`config.mk`:
```
export PLATFORM = sky130hd
export DESIGN_NAME = ddc_gain_stage_mc
export DESIGN_NICKNAME = d
export VERILOG_FILES = /design/src/rtl/ddc_gain_stage_mc_pkg.sv /design/src/rtl/ddc_gain_stage_mc_result_fifo.sv /design/src/rtl/ddc_gain_stage_mc.sv
export SDC_FILE = /design/constraint.sdc
export NUM_CORES = 2
export LEC_CHECK = 0
export ABC_CLOCK_PERIOD_IN_PS = 8300
export CORE_AREA = 2 2 317 319
export CTS_CLUSTER_DIAMETER = 30
export DETAILED_ROUTE_END_ITERATION = 8
export DIE_AREA = 0 0 319 321
export HOLD_SLACK_MARGIN = 0.1
export PLACE_DENSITY_LB_ADDON = 0.25
export SLEW_MARGIN = 20
export SYNTH_ARGS = -nofsm -noshare
export SYNTH_HDL_FRONTEND = slang
export SYNTH_SLANG_ARGS = --single-unit
```
`constraint.sdc`:
```
create_clock -name adc_clk -period 8.3 [get_ports adc_clk]
set_input_delay 2.49 -clock adc_clk [delete_from_list [all_inputs] [get_ports adc_clk]]
set_output_delay 2.49 -clock adc_clk [all_outputs]
set_load 0.03 [all_outputs]
```
`src/rtl/ddc_gain_stage_mc_pkg.sv`:
```
// Shared definitions for the multi-channel DDC gain stage: settings offsets,
// control-register bit positions and a constant-evaluable clog2.
package ddc_gain_stage_mc_pkg;

    // Scale registers start at BASE+SR_SCALE0; control sits right after them.
    localparam int unsigned SR_SCALE0     = 0;
    localparam int unsigned CTRL_RND_BIT  = 0;
    localparam int unsigned CTRL_SWAP_BIT = 1;

    typedef struct packed {
        logic swap_iq;
        logic rnd_en;
    } ctrl_t;

    function automatic int unsigned clog2(input int unsigned v);
        int unsigned r;
        r = 0;
        while ((64'd1 << r) < 64'(v)) r++;
        return r;
    endfunction

    // Offset of the control register relative to BASE.
    function automatic int unsigned sr_ctrl(input int unsigned nchan);
        return SR_SCALE0 + nchan;
    endfunction

endpackage

```
`src/rtl/ddc_gain_stage_mc_result_fifo.sv`:
```
// Synchronous result FIFO. A push into a full FIFO is accepted only when a
// pop happens in the same cycle. No fall-through: a pushed entry shows up on
// the head the cycle after it is written. clr flushes like reset.
module ddc_result_fifo
    import ddc_gain_stage_mc_pkg::*;
#(
    parameter int unsigned WIDTH = 34,
    parameter int unsigned DEPTH = 4
) (
    input  logic             clk,
    input  logic             rst,
    input  logic             clr,
    input  logic             push,
    input  logic             pop,
    input  logic [WIDTH-1:0] entry,
    output logic [WIDTH-1:0] head,
    output logic             full,
    output logic             empty
);

    localparam int unsigned AW = clog2(DEPTH);

    logic [WIDTH-1:0] mem [DEPTH];
    logic [AW-1:0]    wr_ptr;
    logic [AW-1:0]    rd_ptr;
    logic [AW:0]      count;
    logic             do_push;
    logic             do_pop;

    assign empty   = (count == '0);
    assign full    = (count == (AW+1)'(DEPTH));
    assign do_pop  = pop & ~empty;
    assign do_push = push & (~full | do_pop);
    assign head    = empty ? '0 : mem[rd_ptr];

    // Pointer and occupancy tracking; pointers wrap naturally at DEPTH.
    always_ff @(posedge clk) begin
        if (rst || clr) begin
            wr_ptr <= '0;
            rd_ptr <= '0;
            count  <= '0;
        end else begin
            if (do_push) wr_ptr <= wr_ptr + 1'b1;
            if (do_pop)  rd_ptr <= rd_ptr + 1'b1;
            count <= count + (AW+1)'(do_push) - (AW+1)'(do_pop);
        end
    end

    // Storage write; contents are irrelevant once count is flushed.
    always_ff @(posedge clk) begin
        if (do_push) mem[wr_ptr] <= entry;
    end

endmodule

```
`src/rtl/ddc_gain_stage_mc.sv`:
```
// Multi-channel DDC back end: per-channel scale, round, clip, then queue the
// {chan, I, Q} result in a small FIFO. Fixed 4-cycle latency to FIFO push.
module ddc_gain_stage_mc
    import ddc_gain_stage_mc_pkg::*;
#(
    parameter int unsigned BASE        = 0,
    parameter int unsigned NCHAN       = 2,
    parameter int unsigned WIDTH       = 24,
    parameter int unsigned OUT_WIDTH   = 16,
    parameter int unsigned SCALE_WIDTH = 18,
    parameter int unsigned FIFO_DEPTH  = 4,
    localparam int unsigned CW         = (NCHAN > 1) ? clog2(NCHAN) : 1
) (
    input  logic                   adc_clk,
    input  logic                   rst,
    input  logic                   clr,
    input  logic                   set_stb,
    input  logic [7:0]             set_addr,
    input  logic [31:0]            set_data,
    input  logic                   in_stb,
    input  logic [CW-1:0]          in_chan,
    input  logic [WIDTH-1:0]       in_i,
    input  logic [WIDTH-1:0]       in_q,
    output logic                   out_valid,
    input  logic                   out_ready,
    output logic [CW-1:0]          out_chan,
    output logic [2*OUT_WIDTH-1:0] out_sample,
    output logic [15:0]            sat_count,
    output logic [15:0]            drop_count,
    output logic                   overrun
);

    localparam int unsigned PW   = WIDTH + SCALE_WIDTH;
    localparam int unsigned DROP = WIDTH - OUT_WIDTH;
    localparam logic signed [WIDTH:0] HALF_POS = (WIDTH+1)'(2**(DROP-1));
    localparam logic signed [WIDTH:0] HALF_NEG = (WIDTH+1)'(2**(DROP-1) - 1);
    localparam logic [OUT_WIDTH-1:0] LIM_POS = {1'b0, {(OUT_WIDTH-1){1'b1}}};
    localparam logic [OUT_WIDTH-1:0] LIM_NEG = {1'b1, {(OUT_WIDTH-2){1'b0}}, 1'b1};

    typedef struct packed {
        logic                 sat;
        logic [OUT_WIDTH-1:0] val;
    } res_t;

    // Negative values get half-minus-one before the floor shift, which gives
    // round-half-away-from-zero using a single arithmetic shift.
    function automatic res_t rnd_clip(input logic signed [WIDTH-1:0] y,
                                      input logic ovf, input logic neg,
                                      input logic rnd);
        logic signed [WIDTH:0]     ext;
        logic signed [OUT_WIDTH:0] r;
        res_t                      res;
        ext = {y[WIDTH-1], y};
        if (rnd) ext = ext + (y[WIDTH-1] ? HALF_NEG : HALF_POS);
        r = (OUT_WIDTH+1)'(ext >>> DROP);
        res.sat = 1'b1;
        if (ovf)                            res.val = neg ? LIM_NEG : LIM_POS;
        else if (r > $signed({1'b0, LIM_POS})) res.val = LIM_POS;
        else if (r < $signed({1'b1, LIM_NEG})) res.val = LIM_NEG;
        else begin
            res.sat = 1'b0;
            res.val = r[OUT_WIDTH-1:0];
        end
        return res;
    endfunction

    logic signed [SCALE_WIDTH-1:0] scale [NCHAN];
    ctrl_t                         ctrl;

    logic                          s0_valid, s1_valid, s2_valid, s3_valid;
    logic [CW-1:0]                 s0_chan, s1_chan, s2_chan, s3_chan;
    ctrl_t                         s0_ctrl, s1_ctrl, s2_ctrl;
    logic signed [WIDTH-1:0]       s0_i, s0_q, s2_y_i, s2_y_q;
    logic signed [SCALE_WIDTH-1:0] s0_scale;
    logic signed [PW-1:0]          p_i, p_q;
    logic                          s2_ovf_i, s2_ovf_q, s2_neg_i, s2_neg_q;
    logic [2*OUT_WIDTH-1:0]        s3_sample;

    logic                          chan_ok;
    res_t                          res_i, res_q;
    logic                          any_sat;
    logic                          full, empty, pop, drop;
    logic                          unused_bits;

    assign chan_ok = (32'(in_chan) < NCHAN);
    assign unused_bits = ^{set_data[31:SCALE_WIDTH], p_i[PW-3-WIDTH:0], p_q[PW-3-WIDTH:0]};

    // Settings registers: per-channel scale and the control word.
    always_ff @(posedge adc_clk) begin
        if (rst) begin
            for (int unsigned c = 0; c < NCHAN; c++) scale[c] <= '0;
            ctrl <= '0;
        end else if (set_stb) begin
            for (int unsigned c = 0; c < NCHAN; c++)
                if (set_addr == 8'(BASE + SR_SCALE0 + c)) scale[c] <= set_data[SCALE_WIDTH-1:0];
            if (set_addr == 8'(BASE + sr_ctrl(NCHAN))) begin
                ctrl.rnd_en  <= set_data[CTRL_RND_BIT];
                ctrl.swap_iq <= set_data[CTRL_SWAP_BIT];
            end
        end
    end

    // Pipeline valid bits; bad channels never enter the pipe.
    always_ff @(posedge adc_clk) begin
        if (rst || clr) begin
            s0_valid <= 1'b0;
            s1_valid <= 1'b0;
            s2_valid <= 1'b0;
            s3_valid <= 1'b0;
        end else begin
            s0_valid <= in_stb & chan_ok;
            s1_valid <= s0_valid;
            s2_valid <= s1_valid;
            s3_valid <= s2_valid;
        end
    end

    // Pipeline data: S0 capture/lookup, S1 multiply, S2 range check, S3 result.
    always_ff @(posedge adc_clk) begin
        s0_chan   <= in_chan;
        s0_i      <= in_i;
        s0_q      <= in_q;
        s0_scale  <= chan_ok ? scale[in_chan] : '0;
        s0_ctrl   <= ctrl;
        s1_chan   <= s0_chan;
        s1_ctrl   <= s0_ctrl;
        p_i       <= PW'(s0_i) * PW'(s0_scale);
        p_q       <= PW'(s0_q) * PW'(s0_scale);
        s2_chan   <= s1_chan;
        s2_ctrl   <= s1_ctrl;
        s2_y_i    <= p_i[PW-3 -: WIDTH];
        s2_y_q    <= p_q[PW-3 -: WIDTH];
        s2_ovf_i  <= !((p_i[PW-1:PW-3] == '0) || (p_i[PW-1:PW-3] == '1));
        s2_ovf_q  <= !((p_q[PW-1:PW-3] == '0) || (p_q[PW-1:PW-3] == '1));
        s2_neg_i  <= p_i[PW-1];
        s2_neg_q  <= p_q[PW-1];
        s3_chan   <= s2_chan;
        s3_sample <= s2_ctrl.swap_iq ? {res_q.val, res_i.val} : {res_i.val, res_q.val};
    end

    // Rounding and clipping of the S2 values feeding S3.
    always_comb begin
        res_i   = rnd_clip(s2_y_i, s2_ovf_i, s2_neg_i, s2_ctrl.rnd_en);
        res_q   = rnd_clip(s2_y_q, s2_ovf_q, s2_neg_q, s2_ctrl.rnd_en);
        any_sat = res_i.sat | res_q.sat;
    end

    assign pop  = ~empty & out_ready;
    assign drop = s3_valid & full & ~pop;

    // Saturating event counters and the sticky overrun flag.
    always_ff @(posedge adc_clk) begin
        if (rst || clr) begin
            sat_count  <= '0;
            drop_count <= '0;
            overrun    <= 1'b0;
        end else begin
            if (s2_valid && any_sat && sat_count != '1) sat_count <= sat_count + 1'b1;
            if (drop && drop_count != '1) drop_count <= drop_count + 1'b1;
            if (drop) overrun <= 1'b1;
        end
    end

    ddc_result_fifo #(
        .WIDTH (CW + 2*OUT_WIDTH),
        .DEPTH (FIFO_DEPTH)
    ) u_fifo (
        .clk   (adc_clk),
        .rst   (rst),
        .clr   (clr),
        .push  (s3_valid),
        .pop   (pop),
        .entry ({s3_chan, s3_sample}),
        .head  ({out_chan, out_sample}),
        .full  (full),
        .empty (empty)
    );

    assign out_valid = ~empty;

endmodule

```
; ---- Word-level counts from Yosys, hierarchy flattened
; Memories as Yosys holds them, arrays and structs flattened. A register that Yosys moved wholly into a read port is not among the register bits.
; Cells that the tools add are included.
[totals]
regBits = 272
mem_bits_rw = 168
in_bits = 95
output_inout_bits = 67
word_cells = 117
memories = 2
[classes]
add_sub_neg = 8
multipliers = 2
order_cmp = 4
eq_ne = 7
n_mux = 36
bitwise_logic = 12
n_reduce_logical = 13
[memory_table]
columns = name, depth, width, read_ports, rd_clocked_by_memory_dff, wr, line_no
row1 = u_fifo.mem, 4, 33, 1, 1, 1, ddc_gain_stage_mc_result_fifo.sv:23  ; logic [WIDTH-1:0] mem [DEPTH];
row2 = scale, 2, 18, 1, 1, 2, ddc_gain_stage_mc.sv:67  ; logic signed [SCALE_WIDTH-1:0] scale [NCHAN];
[ops]
columns = cell, n
row1 = 16-bit two-way mux, 8
row2 = 24-bit by 18-bit multiplier with 42-bit output, 2
row3 = 24-bit by 9-bit adder with 25-bit output, 2
row4 = 25-bit two-way mux, 2
row5 = 18-bit two-way mux, 2
row6 = "17-bit by 16-bit greater-than comparator with 1-bit output, second input constant", 2
row7 = "17-bit by 16-bit less-than comparator with 1-bit output, second input constant", 2
row8 = 33-bit two-way mux, 1
row9 = "16-bit by 1-bit adder with 16-bit output, second input constant", 2
row10 = 32-bit two-way mux, 1
row11 = "16-bit inequality test, second input constant", 2
row12 = 1-bit two-way mux, 18
row13 = 8-bit two-way mux, 2
row14 = "3-bit equality test, second input constant", 3
row15 = 3-bit logical NOT, 3
row16 = "8-bit by 1-bit equality test with 1-bit output, second input constant", 1
row17 = "8-bit by 2-bit equality test with 1-bit output, second input constant", 1
row18 = 8-bit logical NOT, 1
row19 = 1-bit AND, 5
row20 = "2-bit by 1-bit adder with 2-bit output, second input constant", 2
row21 = 2-bit two-way mux, 2
row22 = 1-bit OR, 4
row23 = 3-bit by 1-bit adder with 3-bit output, 1
row24 = 1-bit logical AND, 3
row25 = 5 further kinds, 10

; ---- Logic depth before layout (Yosys ltp)
[depth]
depth_word = 10
mapped_depth = 26
depth_no_buf = 24

; ---- Modules after synthesis
; From an unflattened synthesis, not the netlist that was laid out.
[unflattened]
hier_cells = 4335
hier_area_um2 = 44302.5
[modules_own_cells]
columns = module, instances, cells_each, area_each_um2, seq_area_each_um2
row1 = ddc_gain_stage_mc, 1, 4075, 38763.4, 6105.9
row2 = ddc_result_fifo, 1, 260, 5539.1, 4144.0

; ---- Worst setup path before layout
; Ideal clock, no wire load.
[synth_timing]
path_kind = reg-to-reg
startpoint = register s0_scale[3], read port of scale
endpoint = register p_i[38]
setup_time_ns = 0.072
arrival_ns = 6.304
required_ns = 8.228
slack_ns = 1.924
stages_incl_launch_ff = 25
path_buffers = 2
period_less_slack_ns = 6.376
path_cell_list = dfxtp_1 -> clkbuf_1 -> clkbuf_1 -> nand2_1 -> fa_1 -> inv_1 -> fa_1 -> inv_1 -> fa_1 -> inv_1 -> fa_1 -> fa_1 -> inv_1 -> fa_1 -> inv_1 -> ha_1 -> a211o_1 -> a2111oi_0 -> a211o_1 -> and2_1 -> o211ai_1 -> a21oi_1 -> a21oi_1 -> a21oi_1 -> xnor2_1
[synth_between]
elab_chain_cells = 1
[synth_lines]
columns = element, line_no
row1 = start: declaration, ddc_gain_stage_mc.sv:74  ; logic signed [SCALE_WIDTH-1:0] s0_scale;
row2 = 24-bit by 18-bit multiplier with 42-bit output, ddc_gain_stage_mc.sv:127  ; p_i <= PW'(s0_i) * PW'(s0_scale);
row3 = end signal: assignment, ddc_gain_stage_mc.sv:127
row4 = end: declaration, ddc_gain_stage_mc.sv:75  ; logic signed [PW-1:0] p_i, p_q;
; No other way between the ends.
; A chain may end at the register's enable or synchronous reset.

; ---- Final worst setup path
[layout_timing]
startpoint = register s0_scale[12], read port of scale
endpoint = register p_i[38]
; Same word-level chain as after synthesis.

==> results.md <==
| Quantity | Reported |
|---|---|
| Count of state elements after synthesis | 428 |
| Global-route total usage across every layer | 0.218 |
| Insertion delay of the later-clocked pin in the worst-skew pair | 0.65 ns |
| Avg Inst Size Synth | 10.1 µm² |
| GPL Wtd Cong | 0.879 |
| Largest stage delay on the critical path | 1.00 ns |
| Cell variety after synth | 74 |
| Total gr overflow | 0 |
| Total half-perimeter wirelength after legalization and detailed placement | 82.6 mm |
| Max capacitance violation total | 0 |
| Clk sink count | 428 |
| Post-CTS Setup Inserts | 0 |
| Setup repair after global routing missed its margin | false |
| Critical Path, Cell by Cell | nand2_1 -> fa_1 -> inv_1 -> fa_1 -> fa_1 -> fa_1 -> fa_1 -> inv_1 -> fa_1 -> inv_1 -> ha_1 -> a211o_1 -> a2111oi_0 -> a211o_1 -> and2_1 -> o211ai_1 -> a21oi_1 -> a21oi_1 -> a21oi_1 -> xnor2_1 |
| Post-route antenna net violation count | 0 |
| Synthesized instance count | 4361 |
| Worst-case headroom to the max-slew limit | 0.297 |
| Primary FF master, synth | sky130_fd_sc_hd__dfxtp_1 |
| Result of the run | finished, final reports clean |
| Detail-routed net length per standard cell | 18.1 µm |
| CTS root buffer | sky130_fd_sc_hd__clkbuf_16 |
| Global-route wire length before repair | 174 mm |
| Worst EP required | 8.84 ns |
| Die outline area | 0.102 mm² |
| Syn Nets | 5527 |
| Final clock period utilization by the worst path | 0.875 |
| Combinational family with the most area after synthesis | adder cells |
| Detailed-route DRC error count | 0 |
| Worst setup slack after placement | 1.07 ns |
| Sort of element at the start of the critical path | register |
| Setup Crit Path Kind | reg2reg |
| Number of synthesis warnings | 0 |
| TritonCTS Buffers | 83 |
| Number of enable-type register cells in the synthesized netlist | 168 |
| Die Wd | 319 µm |
| DIE HEIGHT | 321 µm |
| Data arrival time of the worst path | 7.80 ns |
| Slowest stage cell on the critical path | sky130_fd_sc_hd__dfxtp_2 |
| Detailed-routing iteration count for the pre-antenna-repair pass | 5 |
| Mean number of vias per cell | 4.97 |
| Final setup violation count | 0 |
| Compound-gate portion of the synthesized area | 0.0360 |
| Multiplexer fraction of the synthesized cell area | 0.0258 |
| Deepest clock path buffer count | 3 |
| Class of the most critical hold timing path | reg2reg |
| Via total after detailed routing | 29000 |
| Worst Hold Slack | 0.297 ns |
| Fraction of final layout cells with drive strength greater than 1 | 0.0722 |
| Total inserted antenna cells | 0 |
| Antenna violations before repair | 0 |
| Largest clock skew in the final design | 0.0378 ns |
| Clock-pin slew on the worst setup and hold paths | 0.05 ns |
| Largest net degree at the start of global routing | 39 |
| Area share of fa/ha/maj cells after synthesis | 0.447 |
| Core ar. | 0.0993 mm² |
| Post-cts gate resize count | 0 |
| Fin util | 0.505 |
| Final TNS setup | 0 ns |
| Initial Utilization | 0.446 |
| Htree depth | 3 |
| Fin. Hold Viols | 0 |
| Initial DRC count | 1615 |
| CTS Hold Buffers Added | 0 |
| Via count of the first global-routing pass | 31800 |
| XOR/XNOR Fraction of Synth Area | 0.0228 |
| Total of buffers placed on input and output ports | 147 |
| Library cell appearing most often on the critical path | sky130_fd_sc_hd__fa_1 |
| Total standard cell area after synthesis | 0.0443 mm² |
| Num rows | 116 |
| Final worst setup slack | 1.04 ns |
| Maximum frequency from static timing analysis | 138 MHz |
| Count of pins on the block boundary | 162 |
| Synth async-reset ratio | 0 |
| Simple logic cell fraction of the synthesized area | 0.136 |
| Register area share after synthesis | 0.232 |
| Type of destination of the critical path | register |
| Final max-slew violation count | 0 |
| Biggest fanout along the worst timing path | 32 |
| Net count of the finished layout | 5640 |
| Synth-to-Final Area Change | 13.4% |
| TritonCTS clock tree | built |
| Worst-Margin Slew | 1.05 ns |
| Clock period minus worst slack | 7.26 ns |
| Total detailed-routing wirelength | 106 mm |
[metal layers]
layer	share of wire	track usage
met1	0.46	0.303
met2	0.46	0.348
met4	0.031	0.0718
met3	0.058	0.0364
met5	0	0
[flip-flops by register name, indices dropped and copies added, names as in the netlist, 3 cells and up, named ones only]
name          cells
s0_i             24
sat_count        16
p_q              26
s2_y_i           24
s0_q             24
p_i              26
u_fifo.count      3
scale            36
s2_y_q           24
s3_sample        32
drop_count       16
u_fifo.mem      132
s0_scale         18
[cells by family after synthesis]
logic type / after synthesis
AO/OA/AOI/OAI: 237
adder cells (fa/ha/maj): 1071
XOR/XNOR: 115
AND/OR/NAND/NOR: 1254
multiplexers: 69
buffers and inverters: 1187
flip-flops: 428
[area by class of cell]
cell class	count	area (µm²)
timing repair buffer	227	2080
clock inverter	61	724
clock buffer	95	2230
inverter	988	3710
fill	9061	49100
sequential	428	10300
tap	1298	1620
multi-input combinational	2746	29500
[layout by cell type, fill, tap and decap left out, types with 21 or more instances in the layout]
cell type	n
sky130_fd_sc_hd__xnor2_1	69
sky130_fd_sc_hd__clkdlybuf4s50_1	147
sky130_fd_sc_hd__buf_4	79
sky130_fd_sc_hd__a21o_1	25
sky130_fd_sc_hd__a21oi_1	69
sky130_fd_sc_hd__nand2b_1	21
sky130_fd_sc_hd__inv_1	987
sky130_fd_sc_hd__and2_1	354
sky130_fd_sc_hd__nor2_1	143
sky130_fd_sc_hd__nand3_1	36
sky130_fd_sc_hd__dfxtp_1	244
sky130_fd_sc_hd__xor2_1	46
sky130_fd_sc_hd__mux2_2	25
sky130_fd_sc_hd__mux4_2	33
sky130_fd_sc_hd__clkbuf_16	85
sky130_fd_sc_hd__ha_1	222
sky130_fd_sc_hd__fa_1	849
sky130_fd_sc_hd__o21ai_0	49
sky130_fd_sc_hd__edfxtp_1	168
sky130_fd_sc_hd__nand2_1	589
[worst max-delay path: cells and delay by family, from the launching register on]
family	cells	cell delay [ns]
and+or+nand+nor	2	0.42
xor gates and xnor gates	1	0.13
DFF	1	1.00
AOI/OAI and AO/OA	7	2.11
adders and majority gates	7	3.34
buffers and inverters	3	0.14
[Yosys cell counts, types with 5 or more instances]
master                     count  share of area
sky130_fd_sc_hd__a211oi_1      6         0.0010
sky130_fd_sc_hd__a21o_1       25         0.0042
sky130_fd_sc_hd__a21oi_1      69         0.0078
sky130_fd_sc_hd__and2_1      354          0.050
sky130_fd_sc_hd__and3_1       15         0.0021
sky130_fd_sc_hd__and4_1        5        0.00099
sky130_fd_sc_hd__clkbuf_1    190          0.016
sky130_fd_sc_hd__dfxtp_1     260           0.12
sky130_fd_sc_hd__edfxtp_1    168           0.11
sky130_fd_sc_hd__fa_1        849           0.38
sky130_fd_sc_hd__ha_1        222          0.063
sky130_fd_sc_hd__inv_1       987          0.084
sky130_fd_sc_hd__mux2_2       25         0.0064
sky130_fd_sc_hd__mux2i_1      10         0.0023
sky130_fd_sc_hd__mux4_2       33          0.017
sky130_fd_sc_hd__nand2_1     589          0.050
sky130_fd_sc_hd__nand2b_1     21         0.0030
sky130_fd_sc_hd__nand3_1      36         0.0041
sky130_fd_sc_hd__nand4_1      14         0.0020
sky130_fd_sc_hd__nor2_1      143          0.012
sky130_fd_sc_hd__nor2b_1      14         0.0020
sky130_fd_sc_hd__nor3_1       16         0.0018
sky130_fd_sc_hd__o21a_1       13         0.0022
sky130_fd_sc_hd__o21ai_0      49         0.0055
sky130_fd_sc_hd__o22a_1       16         0.0032
sky130_fd_sc_hd__o31ai_1       7         0.0012
sky130_fd_sc_hd__or2_2         9         0.0013
sky130_fd_sc_hd__or3_1        13         0.0018
sky130_fd_sc_hd__or4_1         6         0.0010
sky130_fd_sc_hd__xnor2_1      69          0.014
sky130_fd_sc_hd__xor2_1       46         0.0091
[metrics by stage]
| stage | cell area [µm²] | instances |
|---|---|---|
| after floorplan | 44300 | 4361 |
| after global placement | 47200 | 5687 |
| after detailed placement | 47200 | 5687 |
| after CTS | 50200 | 5843 |
| after global routing | 50200 | 5843 |
| final | 50200 | 5843 |
[path summary, 6_finish.rpt]
kind                     start         end  slack, ns  cells after the start
setup / recovery  s0_scale[12]     p_i[38]       1.04                     20
hold / removal         p_i[32]  s2_y_i[16]       0.30                      0
setup reg to reg  s0_scale[12]     p_i[38]       1.04                     20
hold reg to reg        p_i[32]  s2_y_i[16]       0.30                      0
Power is left out: the tool's default activity adds up to more than one toggle a clock period on the data nets, which glitch-free logic cannot reach.
